===== src/rtl/servo_pwm_if.sv =====
// Angle/enable command bundle into the servo PWM generator and its PWM/frame outputs.
interface servo_pwm_if;
    logic       enable;
    logic [7:0] angle1;
    logic [7:0] angle2;
    logic [7:0] angle3;
    logic [7:0] angle4;
    logic       pwm1;
    logic       pwm2;
    logic       pwm3;
    logic       pwm4;
    logic       frame_tick;

    modport master (
        output enable, angle1, angle2, angle3, angle4,
        input  pwm1, pwm2, pwm3, pwm4, frame_tick
    );

    modport slave (
        input  enable, angle1, angle2, angle3, angle4,
        output pwm1, pwm2, pwm3, pwm4, frame_tick
    );
endinterface


===== src/rtl/servo_pwm_gen.sv =====
// Four-channel 50 Hz servo PWM generator: per-frame angle latch with optional slew limit,
// shared microsecond prescaler and frame counter, one lane instance per servo.
module servo_pwm_chan #(
    parameter int UW       = 15,
    parameter int MIN_US   = 1000,
    parameter int MAX_US   = 2000,
    parameter int SLEW_DEG = 5
) (
    input  logic          clk,
    input  logic          rst,
    input  logic          boundary,
    input  logic          en_latch,
    input  logic [UW-1:0] us_cnt,
    input  logic [7:0]    angle,
    output logic          pwm
);
    localparam int SPAN  = MAX_US - MIN_US;
    localparam int W_MID = MIN_US + (90 * SPAN) / 180;

    logic [7:0]    applied;
    logic [7:0]    target;
    logic [7:0]    applied_nxt;
    logic [31:0]   width_calc;
    logic [UW-1:0] width;

    assign target = (angle > 8'd180) ? 8'd180 : angle;

    always_comb begin
        applied_nxt = target;
        if (SLEW_DEG != 0) begin
            if ((target > applied) && ((target - applied) > 8'(SLEW_DEG)))
                applied_nxt = applied + 8'(SLEW_DEG);
            else if ((applied > target) && ((applied - target) > 8'(SLEW_DEG)))
                applied_nxt = applied - 8'(SLEW_DEG);
        end
    end

    // 32-bit product keeps 180*SPAN exact before the floor division
    assign width_calc = 32'(MIN_US) + (32'(applied_nxt) * 32'(SPAN)) / 32'd180;

    always_ff @(posedge clk) begin
        if (rst) begin
            applied <= 8'd90;
            width   <= UW'(W_MID);
            pwm     <= 1'b0;
        end else begin
            if (boundary) begin
                applied <= applied_nxt;
                width   <= UW'(width_calc);
            end
            pwm <= en_latch && (us_cnt < width);
        end
    end
endmodule

module servo_pwm_gen #(
    parameter int CLK_HZ   = 50000000,
    parameter int FRAME_US = 20000,
    parameter int MIN_US   = 1000,
    parameter int MAX_US   = 2000,
    parameter int SLEW_DEG = 5
) (
    input  logic        clk,
    input  logic        rst,
    servo_pwm_if.slave  bus
);
    localparam int NUM_LANES = 4;
    localparam int PRESC     = CLK_HZ / 1000000;
    localparam int PW        = (PRESC > 1) ? $clog2(PRESC) : 1;
    localparam int UW        = $clog2(FRAME_US);

    logic [PW-1:0]                 prescaler;
    logic [UW-1:0]                 us_cnt;
    logic                          us_tick;
    logic                          boundary;
    logic                          en_latch;
    logic                          frame_tick;
    logic [NUM_LANES-1:0][7:0]     angle;
    logic [NUM_LANES-1:0]          pwm;

    assign us_tick  = (prescaler == PW'(PRESC - 1));
    assign boundary = us_tick && (us_cnt == UW'(FRAME_US - 1));

    always_ff @(posedge clk) begin
        if (rst) begin
            prescaler  <= '0;
            us_cnt     <= '0;
            en_latch   <= 1'b0;
            frame_tick <= 1'b0;
        end else begin
            prescaler  <= us_tick ? '0 : prescaler + 1'b1;
            if (us_tick)
                us_cnt <= boundary ? '0 : us_cnt + 1'b1;
            frame_tick <= boundary;
            // enable only takes effect from a frame start, never mid-pulse
            if (boundary)
                en_latch <= bus.enable;
        end
    end

    assign angle = {bus.angle4, bus.angle3, bus.angle2, bus.angle1};

    for (genvar i = 0; i < NUM_LANES; i++) begin : g_ch
        servo_pwm_chan #(
            .UW       (UW),
            .MIN_US   (MIN_US),
            .MAX_US   (MAX_US),
            .SLEW_DEG (SLEW_DEG)
        ) u_ch (
            .clk      (clk),
            .rst      (rst),
            .boundary (boundary),
            .en_latch (en_latch),
            .us_cnt   (us_cnt),
            .angle    (angle[i]),
            .pwm      (pwm[i])
        );
    end

    assign bus.pwm1       = pwm[0];
    assign bus.pwm2       = pwm[1];
    assign bus.pwm3       = pwm[2];
    assign bus.pwm4       = pwm[3];
    assign bus.frame_tick = frame_tick;
endmodule

===== src/flat_wrapper.sv =====
// flat-port wrapper written by rule: the top's interface ports become plain ports
module servo_pwm_gen_flat 
#(
    parameter int CLK_HZ   = 50000000,
    parameter int FRAME_US = 20000,
    parameter int MIN_US   = 1000,
    parameter int MAX_US   = 2000,
    parameter int SLEW_DEG = 5
)
  (clk, rst, bus_enable, bus_angle1, bus_angle2, bus_angle3, bus_angle4, bus_pwm1, bus_pwm2, bus_pwm3, bus_pwm4, bus_frame_tick);
  servo_pwm_if bus_i ();
  input  logic clk;
  input  logic rst;
  input wire logic [$bits(bus_i.enable)-1:0] bus_enable;
  input wire logic [$bits(bus_i.angle1)-1:0] bus_angle1;
  input wire logic [$bits(bus_i.angle2)-1:0] bus_angle2;
  input wire logic [$bits(bus_i.angle3)-1:0] bus_angle3;
  input wire logic [$bits(bus_i.angle4)-1:0] bus_angle4;
  output wire logic [$bits(bus_i.pwm1)-1:0] bus_pwm1;
  output wire logic [$bits(bus_i.pwm2)-1:0] bus_pwm2;
  output wire logic [$bits(bus_i.pwm3)-1:0] bus_pwm3;
  output wire logic [$bits(bus_i.pwm4)-1:0] bus_pwm4;
  output wire logic [$bits(bus_i.frame_tick)-1:0] bus_frame_tick;
  assign bus_i.enable = bus_enable;
  assign bus_i.angle1 = bus_angle1;
  assign bus_i.angle2 = bus_angle2;
  assign bus_i.angle3 = bus_angle3;
  assign bus_i.angle4 = bus_angle4;
  assign bus_pwm1 = bus_i.pwm1;
  assign bus_pwm2 = bus_i.pwm2;
  assign bus_pwm3 = bus_i.pwm3;
  assign bus_pwm4 = bus_i.pwm4;
  assign bus_frame_tick = bus_i.frame_tick;
  servo_pwm_gen #(.CLK_HZ(CLK_HZ), .FRAME_US(FRAME_US), .MIN_US(MIN_US), .MAX_US(MAX_US), .SLEW_DEG(SLEW_DEG)) u_core (.clk(clk), .rst(rst), .bus(bus_i));
endmodule

===== config.mk =====
export PLATFORM = sky130hd
export DESIGN_NAME = servo_pwm_gen_flat
export DESIGN_NICKNAME = d
export VERILOG_FILES = /design/src/rtl/servo_pwm_if.sv /design/src/rtl/servo_pwm_gen.sv /design/src/flat_wrapper.sv
export SDC_FILE = /design/constraint.sdc
export NUM_CORES = 1
export LEC_CHECK = 0
export ABC_AREA = 0
export CAP_MARGIN = 30
export CORE_ASPECT_RATIO = 0.8
export CORE_MARGIN = 3
export CORE_UTILIZATION = 44
export CTS_CLUSTER_DIAMETER = 80
export DETAILED_ROUTE_END_ITERATION = 8
export MAX_ROUTING_LAYER = met4
export REMOVE_ABC_BUFFERS = 1
export SYNTH_ARGS = -nofsm -noshare
export SYNTH_HDL_FRONTEND = slang
export SYNTH_SLANG_ARGS = --single-unit

===== constraint.sdc =====
create_clock -name clk -period 27 [get_ports clk]
set_clock_uncertainty 0.05 [all_clocks]
set_input_delay 5.4 -clock clk [delete_from_list [all_inputs] [get_ports clk]]
set_output_delay 5.4 -clock clk [all_outputs]
set_load 0.01 [all_outputs]

Yosys cells after proc, flatten, opt, wreduce, memory -nomap -nowiden:

Index checks and enable logic that the tools add are counted.
W data, S select, Z words.

* add/sub/neg operators: 22
* muxes and demuxes: 13
* multiply operators: 4
* magnitude comparators: 24
* equal/unequal tests: 2
* reductions and logical operators: 14
* div/mod/pow operators: 4

Operator list (number)
* $div A18 B8 Y32 const B: 4
* $mux W8: 12
* $gt A8 B3 Y1 const B: 8
* $gt A8 B8 Y1: 8
* $sub A8 B8 Y8: 8
* $add A10 B15 Y15 const A: 4
* $lt A15 B15 Y1: 4
* $mul A8 B7 Y15 const B: 4
* $add A8 B3 Y8 const B: 4
* $gt A8 B8 Y1 const B: 4
* $sub A8 B3 Y8 const B: 4
* $add A15 B1 Y15 const B: 1
* $eq A15 B15 Y1 const B: 1
* $mux W15: 1
* $logic_and A1 B1 Y1: 13
* $add A6 B1 Y6 const B: 1
* $eq A6 B6 Y1 const B: 1
* $reduce_or A2 Y1: 1

* bits of input ports: 35
* register bits after elaboration: 119
* output and inout port bits: 5

Longest topological paths before layout:

Gate-level depths: netlist (run 1).

* word-level depth: 10
* depth in mapped cells: 71
* depth with buffers taken out: 64

Hierarchy:

A second synthesis (run 1) with hierarchy kept.

* cell total of the unflattened synthesis: 3776
* area total of the unflattened synthesis: 28444.8 µm²

Modules (own cells, without submodules)
* servo_pwm_chan: cells each 915, times used 4, area each 6851.6 µm²
* servo_pwm_gen: cells each 116, times used 1, area each 1038.5 µm²

Worst setup path before layout (run 1):

Ideal clock, no wire load.

* path kind: input to register
* start: in bus_angle2[0]
* end: reg u_core.g_ch[1].u_ch.width[0]
* stages on the path: 56
* required time: 26.833 ns
* library setup time: 0.117 ns
* path buffers: 1
* data arrival time: 20.824 ns
* slack: 6.009 ns
* cell sequence: o21ai_0 -> a21oi_1 -> o21ai_0 -> nand2_1 -> ha_1 -> fa_1 -> o21ai_0 -> a21o_1 -> a21oi_1 -> xnor2_1 -> o41ai_1 -> inv_1 -> or2_2 -> buf_2 -> o221ai_1 -> inv_1 -> fa_1 -> fa_1 -> [20 not listed] -> a31oi_2 -> a31oi_2 -> a2111oi_4 -> a21oi_2 -> a31o_4 -> maj3_2 -> mux2_4 -> a311oi_4 -> mux2i_1 -> or4_4 -> a31oi_4 -> xnor2_1 -> ha_1 -> nor2b_1 -> o21ai_0 -> a31oi_1 -> or4_1 -> a32o_1

* longest elaborated chain between the ends: 10
* elaborated cells between the ends (all ways): 15
* those cells by class: add/sub: 3; mul: 1; div: 1; order compare: 5; mux: 3; reduce/logical: 2

Ends and longest elaborated chain
* from (decl): line flat_wrapper.sv:16 `input wire logic [$bits(bus_i.angle2)-1:0] bus_angle2;`
* $gt A8 B8 Y1: line servo_pwm_gen.sv:26 `assign target = (angle > 8'd180) ? 8'd180 : angle;`
* $mux W8 (*): line servo_pwm_gen.sv:26
* $sub A8 B8 Y8: line servo_pwm_gen.sv:33 `else if ((applied > target) && ((applied - target) > 8'(SLEW_DEG)))`
* $gt A8 B3 Y1: line servo_pwm_gen.sv:33
* $logic_and A1 B1 Y1: line servo_pwm_gen.sv:33
* $mux W8: line servo_pwm_gen.sv:33
* $mux W8 (*): line servo_pwm_gen.sv:31 `if ((target > applied) && ((target - applied) > 8'(SLEW_DEG)))`
* via u_core.g_ch[1].u_ch.applied_nxt[1]: line servo_pwm_gen.sv:22 `logic [7:0] applied_nxt;`
* $mul A8 B7 Y15 (*): line servo_pwm_gen.sv:39 `assign width_calc = 32'(MIN_US) + (32'(applied_nxt) * 32'(SPAN)) / 32'd180;`
* $div A18 B8 Y32 (*): line servo_pwm_gen.sv:39
* $add A10 B15 Y15 (*): line servo_pwm_gen.sv:39
* to (signal assigned): line servo_pwm_gen.sv:44 `width <= UW'(W_MID);`
* to (signal assigned): line servo_pwm_gen.sv:49 `width <= UW'(width_calc);`
* to (decl): line servo_pwm_gen.sv:24 `logic [UW-1:0] width;`

The timed path passes the listed nets; every way through them passes the cells marked *.
A chain may end at the register's enable or synchronous reset.

Worst setup path after layout (run 1):

* start: in bus_angle4[0]
* end: reg u_core.g_ch[3].u_ch.width[0]

* longest elaborated chain between the ends: 10
* elaborated cells between the ends (all ways): 15
* those cells by class: add/sub: 3; mul: 1; div: 1; order compare: 5; mux: 3; reduce/logical: 2

Ends and longest elaborated chain
* from (decl): line flat_wrapper.sv:18 `input wire logic [$bits(bus_i.angle4)-1:0] bus_angle4;`
* $gt A8 B8 Y1: line servo_pwm_gen.sv:26
* $mux W8 (*): line servo_pwm_gen.sv:26
* $sub A8 B8 Y8: line servo_pwm_gen.sv:33
* $gt A8 B3 Y1: line servo_pwm_gen.sv:33
* $logic_and A1 B1 Y1: line servo_pwm_gen.sv:33
* $mux W8: line servo_pwm_gen.sv:33
* $mux W8 (*): line servo_pwm_gen.sv:31
* via u_core.g_ch[3].u_ch.applied_nxt[6]: line servo_pwm_gen.sv:22
* $mul A8 B7 Y15 (*): line servo_pwm_gen.sv:39
* $div A18 B8 Y32 (*): line servo_pwm_gen.sv:39
* $add A10 B15 Y15 (*): line servo_pwm_gen.sv:39
* to (signal assigned): line servo_pwm_gen.sv:44
* to (signal assigned): line servo_pwm_gen.sv:49
* to (decl): line servo_pwm_gen.sv:24

Marks and branches as above.

==> out/qor.log, run 1 <==
[routing] number of remaining DRC errors 0
[synthesis] Async S/R FF share, synth 0
[sta] measured slew at the worst slew-check pin 1.02 ns
[cts] CTS tree yes
[cts] CTS H-tree depth 3
[hold_path] classification of the worst-slack hold path register to register
[critical_path] Critical Setup Path Class input pin to register
[cts] worst-case clock buffer depth 2
[synthesis] synthesized netlist cell count 3625
[critical_path] Crit path largest cell delay 0.82 ns
[critical_path] standard cell with the maximum stage delay on the critical path sky130_fd_sc_hd__xor2_1
[synthesis] area of the mapped netlist 26700 µm²
[routing] remaining antenna violation count 0
[routing] detailed-routing iteration count for the pre-antenna-repair pass 6
[sta] Final TNS setup 0 ns
[global_routing] aggregate global-route resource usage 0.222
[final_layout] n_diodes 0
[floorplanning] starting density of the core 0.446
[sta] unrepaired setup endpoints after global routing false
[routing] routed len/inst 15.9 µm
[floorplanning] Die ar. 63600 µm²
[floorplanning] count of pins on the block boundary 40
[cts] total of cells resized after clock tree synthesis 0
[global_routing] largest net degree at the start of global routing 83
[synthesis] library cells used by synthesis 135
[place] HPWL reported at the end of detailed placement 54000 µm
[sta] max-slew violation total from the final report 0
[cts] number of buffers inserted during clock tree synthesis 9
[synthesis] dominant cells by area after synthesis sky130_fd_sc_hd__ha_1 14%, sky130_fd_sc_hd__dfxtp_1 8.0%, sky130_fd_sc_hd__fa_1 7.2%
[sta] final hold violations 0
[global_routing] antenna violations before repair 0
[critical_path] critical path arrival 24.61 ns
[critical_path] Worst Setup Start Kind input pin
[synthesis] part of the Yosys area used for sequential elements 0.0803
[sta] Setup violations, final 0
[critical_path] maximum fanout encountered on the critical timing path 18
[floorplanning] die boundary width 281 µm
[critical_path] Worst Setup End Kind register
[place] Final Wtd Congestion 0.928
[sta] final cycle utilization of the critical path 0.903
[cts] root buffer selected by CTS sky130_fd_sc_hd__clkbuf_16
[routing] initial drt markers 2058
[status] result of the run completed
[routing] via count of the routed design 25651
[synthesis] number of enable flip-flop cells after synthesis 0
[global_routing] total congestion overflow 0
[sta] maximum operating frequency 41.0 MHz
[global_routing] first-pass GRT wire length 117000 µm
[synthesis] Mean Syn Cell Area 7.36 µm²
[sta] tightest slew margin relative to the limit 0.316
[floorplanning] total number of placement rows 80
[synthesis] Most used DFF post-synth sky130_fd_sc_hd__dfxtp_1
[synthesis] cell taking the most area after synthesis sky130_fd_sc_hd__ha_1
[synthesis] post-synthesis register bit count 107
[routing] WL final 69200 µm
[synthesis] number of warnings issued by yosys 0
[synthesis] area fraction of the dominant cell type after synthesis 0.136
[final_layout] synthesis-to-finish area growth 4.93%
[routing] via density per instance 5.89
[sta] minimum clock period 24.39 ns
[cts] CTS hold repair buffers 0
[final_layout] fraction of layout cells with a size suffix above 1 0.0543
[place] Port Buf Inserts 39
[cts] setup repair bufs after CTS 0
[cts] CTS clk-pin slew, worst paths 0.08 ns
[cts] latest clock arrival within the worst-skew pair 0.39 ns
[run] count of max-cap constraint violations 0
[final_layout] NumNets Final 3990
[critical_path] required time at the endpoint of the critical path 27.23 ns
[cts] CTS sink count 107
[critical_path] setup slack of the most critical reg-to-reg path 8.79 ns
[floorplanning] Die Height 226 µm
[global_routing] via count of the first global-routing pass 23157
[floorplanning] Std-Cell Core Area 59900 µm²
[flip-flops by register name, indices dropped and copies added, names as in the netlist]
name	cells
u_core.g_ch.u_ch.applied	32
u_core.prescaler	6
u_core.bus.frame_tick	1
u_core.g_ch.u_ch.pwm	4
u_core.g_ch.u_ch.width	48
u_core.en_latch	1
u_core.us_cnt	15
[final timing paths]
kind | endpoint | cells after the start | startpoint
setup / recovery | u_core.g_ch[3].u_ch.width[0] | 63 | bus_angle4[0]
hold / removal | u_core.g_ch[1].u_ch.width[9] | 2 | u_core.g_ch[1].u_ch.width[9]
setup reg to reg | u_core.g_ch[3].u_ch.width[0] | 58 | u_core.g_ch[3].u_ch.applied[1]
hold reg to reg | u_core.g_ch[1].u_ch.width[9] | 2 | u_core.g_ch[1].u_ch.width[9]
[layer usage]
metal / vias to the layer above / GRT usage / part of all wire
met1: 11911 / 0.343 / 0.54
met4: 0 / 0.0295 / 0.0089
met3: 55 / 0.0214 / 0.045
met5: - / - / 0
li1: 13080 / - / -
met2: 605 / 0.317 / 0.41
[per-stage QoR]
step / area [µm²] / worst slack, ns / utilization / hold WS, ns / instances
6_report: 28000 / 2.61 / 0.468 / 0.404 / 4352
2_1_floorplan: 26100 / 3.86 / - / 0.376 / 3484
3_5_place_dp: 27700 / 2.25 / 0.463 / 0.396 / 4335
4_1_cts: 28000 / 2.64 / 0.468 / 0.406 / 4351
3_3_place_gp: 27700 / 2.75 / 0.463 / 0.393 / 4334
5_1_grt: 28000 / 0.865 / 0.468 / 0.425 / 4352
[kinds of logic after synthesis]
group | after synthesis | synth area share
compound gates | 1176 | 0.316
simple gates | 1145 | 0.206
buf+inv | 466 | 0.0691
fa+ha+maj | 404 | 0.215
xor+xnor | 254 | 0.0854
flops | 107 | 0.0803
mux | 73 | 0.0291
[synthesized netlist by cell type (all sizes together), types with 22 or more instances]
cell type	n
nor4	27
a21oi	257
nor3	96
nor2	282
ha	291
nor2b	40
buf	39
or3	29
fa	96
o22ai	34
o211ai	97
a211oi	60
nand2	346
a21o	69
o21a	38
or2	29
inv	321
o31ai	26
o221ai	22
clkbuf	102
and3	25
xnor2	182
xor2	72
nand3	92
dfxtp	107
nand2b	55
a31oi	47
nand4	35
and2	45
mux2i	53
o21ai	228
[cells in the final DEF, fill, tap and decap left out, types with 54 or more instances in the layout]
master                     count
sky130_fd_sc_hd__nor3_1       96
sky130_fd_sc_hd__nand2_1     345
sky130_fd_sc_hd__dfxtp_1     107
sky130_fd_sc_hd__ha_1        291
sky130_fd_sc_hd__nand2b_1     54
sky130_fd_sc_hd__nor2_1      279
sky130_fd_sc_hd__o211ai_1     94
sky130_fd_sc_hd__nand3_1      91
sky130_fd_sc_hd__a21oi_1     248
sky130_fd_sc_hd__a21o_1       69
sky130_fd_sc_hd__xor2_1       69
sky130_fd_sc_hd__inv_1       317
sky130_fd_sc_hd__o21ai_0     206
sky130_fd_sc_hd__fa_1         96
sky130_fd_sc_hd__xnor2_1     178
[worst max-delay path: cells and delay by family]
family                   cells  cell delay (ns)
AO/OA/AOI/OAI               31             8.77
AND/OR/NAND/NOR             13             4.44
adder cells (fa/ha/maj)      7             2.74
XOR/XNOR                     4             1.39
buffers and inverters        5             1.01
multiplexers                 3             0.81
[layout make-up]
class	count	area [µm²]
multi-input cells	3052	22700
fillers	6035	31900
well taps	779	975
clock inverters	5	51.3
flip-flops and latches	107	2140
inverters	325	1220
clock buffers	11	243
repair buffers	73	638
Power of run 1 is left out: the tool's default activity adds up to more than one toggle a clock period on the data nets, which glitch-free logic cannot reach.
==> run 2, diff against run 1 <==
--- a/config.mk
+++ b/config.mk
@@ -8,7 +8,7 @@
 export ABC_AREA = 0
 export CAP_MARGIN = 30
 export CORE_ASPECT_RATIO = 0.8
-export CORE_MARGIN = 3
+export CORE_MARGIN = 2
 export CORE_UTILIZATION = 44
 export CTS_CLUSTER_DIAMETER = 80
 export DETAILED_ROUTE_END_ITERATION = 8
==> run 2 against run 1 <==
  * Setup slack improved by 0.039 ns
  * First-iteration DRC count decreased by 3.4%
  * Maximum frequency increased by 0.16%
  * Sequential share of layout area about the same
  * Register-to-register slack got worse by 0.39 ns
  * Routed wire length decreased by 0.41%
  * Final cell count about the same
  * Flip-flop and latch count unchanged
  * Via count increased by 0.12%
  * Worst hold slack improved by 0.0026 ns
  * Critical endpoint unchanged
  * Largest cell class unchanged
==> out/qor.log, run 2 (synthesis results as in run 1) <==
[sta] Setup violations, final 0
[sta] Final TNS setup 0 ns
[cts] setup repair bufs after CTS 0
[floorplanning] Die ar. 62600 µm²
[routing] WL final 69000 µm
[global_routing] first-pass GRT wire length 117000 µm
[floorplanning] starting density of the core 0.446
[final_layout] fraction of layout cells with a size suffix above 1 0.0548
[cts] CTS H-tree depth 3
[place] Port Buf Inserts 39
[final_layout] most common cell after layout, fill and taps aside sky130_fd_sc_hd__nand2_1
[routing] initial drt markers 1988
[global_routing] aggregate global-route resource usage 0.224
[cts] latest clock arrival within the worst-skew pair 0.39 ns
[critical_path] critical path arrival 24.57 ns
[final_layout] Filler Cells Inserted 5985
[routing] routed len/inst 15.8 µm
[critical_path] Worst Setup Start Kind input pin
[sta] measured slew at the worst slew-check pin 1.05 ns
[place] HPWL reported at the end of detailed placement 53400 µm
[cts] total of cells resized after clock tree synthesis 0
[final_layout] area used by multi-input combinational logic 22700 µm²
[cts] CTS clk-pin slew, worst paths 0.09 ns
[critical_path] Worst Setup End Kind register
[final_layout] synthesis-to-finish area growth 5.11%
[final_layout] NumNets Final 3991
[sta] unrepaired setup endpoints after global routing false
[final_layout] commonest cells after routing, fill and taps aside 345 x sky130_fd_sc_hd__nand2_1, 317 x sky130_fd_sc_hd__inv_1, 291 x sky130_fd_sc_hd__ha_1, 279 x sky130_fd_sc_hd__nor2_1, 248 x sky130_fd_sc_hd__a21oi_1
[routing] met3 WL 3050 µm
[cts] CTS sink count 107
[routing] via density per instance 5.90
[final_layout] max FFs per register 48
[routing] detailed-routing iteration count for the pre-antenna-repair pass 5
[cts] CTS hold repair buffers 0
[run] count of max-cap constraint violations 0
[global_routing] largest net degree at the start of global routing 54
[routing] wire length on met2 28800 µm
[routing] number of remaining DRC errors 0
[hold_path] Min-Delay Startpoint u_core.g_ch[2].u_ch.width[9]
[status] result of the run completed
[hold_path] classification of the worst-slack hold path register to register
[sta] tightest slew margin relative to the limit 0.291
[global_routing] total congestion overflow 0
[critical_path] required time at the endpoint of the critical path 27.22 ns
[critical_path] launching point of the worst reg2reg path u_core.g_ch[2].u_ch.applied[1]
[cts] number of buffers inserted during clock tree synthesis 9
[floorplanning] count of pins on the block boundary 40
[critical_path] standard cell with the maximum stage delay on the critical path sky130_fd_sc_hd__nor4_4
[place] Final Wtd Congestion 0.905
[critical_path] Crit path largest cell delay 0.85 ns
[cts] CTS tree yes
[critical_path] maximum fanout encountered on the critical timing path 18
[cts] root buffer selected by CTS sky130_fd_sc_hd__clkbuf_16
[routing] remaining antenna violation count 0
[final_layout] register bank with the most flops u_core.g_ch.u_ch.width
[routing] met1 layer wirelength in the final routing 36700 µm
[sta] max-slew violation total from the final report 0
[final_layout] largest registers u_core.g_ch.u_ch.width (48), u_core.g_ch.u_ch.applied (32), u_core.us_cnt (15)
[sta] final hold violations 0
[critical_path] critical path startpoint bus_angle4[0]
[cts] worst-case clock buffer depth 2
[floorplanning] Std-Cell Core Area 59800 µm²
[final_layout] combined flip-flop and latch cell area 2140 µm²
[global_routing] antenna violations before repair 0
[floorplanning] die boundary width 279 µm
[floorplanning] Die Height 224 µm
[critical_path] Critical Setup Path Class input pin to register
[final_layout] n_diodes 0
[global_routing] via count of the first global-routing pass 23108
[floorplanning] total number of placement rows 80
[routing] via count of the routed design 25683
[sta] maximum operating frequency 41.1 MHz
[sta] minimum clock period 24.35 ns
[sta] final cycle utilization of the critical path 0.902
[routing] uppermost layer routed met4
[run 2: metal layers]
layer,global-route usage,vias up
li1,-,13089
met1,0.343,11889
met2,0.328,663
met3,0.0168,42
met4,0.0238,0
met5,-,-
[run 2: layout make-up]
| cell class | count | area share |
|---|---|---|
| Sequential cell | 107 | 0.0764 |
| Inverter | 325 | 0.0437 |
| Multi-Input combinational cell | 3052 | 0.810 |
| Clock inverter | 7 | 0.00388 |
| Tap cell | 779 | 0.0348 |
| Clock buffer | 9 | 0.00803 |
| Timing Repair Buffer | 74 | 0.0230 |
[run 2: worst max-delay path, delay by kind of cell]
kind	cells	cell delay, ns
buffers and inverters	5	1.04
multiplexers	2	0.44
XOR/XNOR	4	1.38
adder cells (fa/ha/maj)	7	2.73
AND/OR/NAND/NOR	13	4.56
AO/OA/AOI/OAI	32	9.00
[run 2: stage by stage]
step / worst slack (ns) / utilization / hold WS [ns] / cell area (µm²) / std cells
after floorplan: 3.86 / - / 0.376 / 26100 / 3484
after global placement: 2.49 / 0.463 / 0.391 / 27700 / 4334
after detailed placement: 2.55 / 0.464 / 0.398 / 27700 / 4337
after CTS: 2.92 / 0.469 / 0.409 / 28000 / 4353
after global routing: 0.876 / 0.469 / 0.428 / 28000 / 4353
final: 2.65 / 0.469 / 0.406 / 28000 / 4353
[run 2: path summary, 6_finish.rpt]
check                                  to  slack (ns)  cells after the start
max          u_core.g_ch[3].u_ch.width[0]        2.65                     63
min          u_core.g_ch[2].u_ch.width[9]        0.41                      2
max reg2reg  u_core.g_ch[2].u_ch.width[0]        8.40                     57
min reg2reg  u_core.g_ch[2].u_ch.width[9]        0.41                      2
Power of run 2 is left out for the same reason.
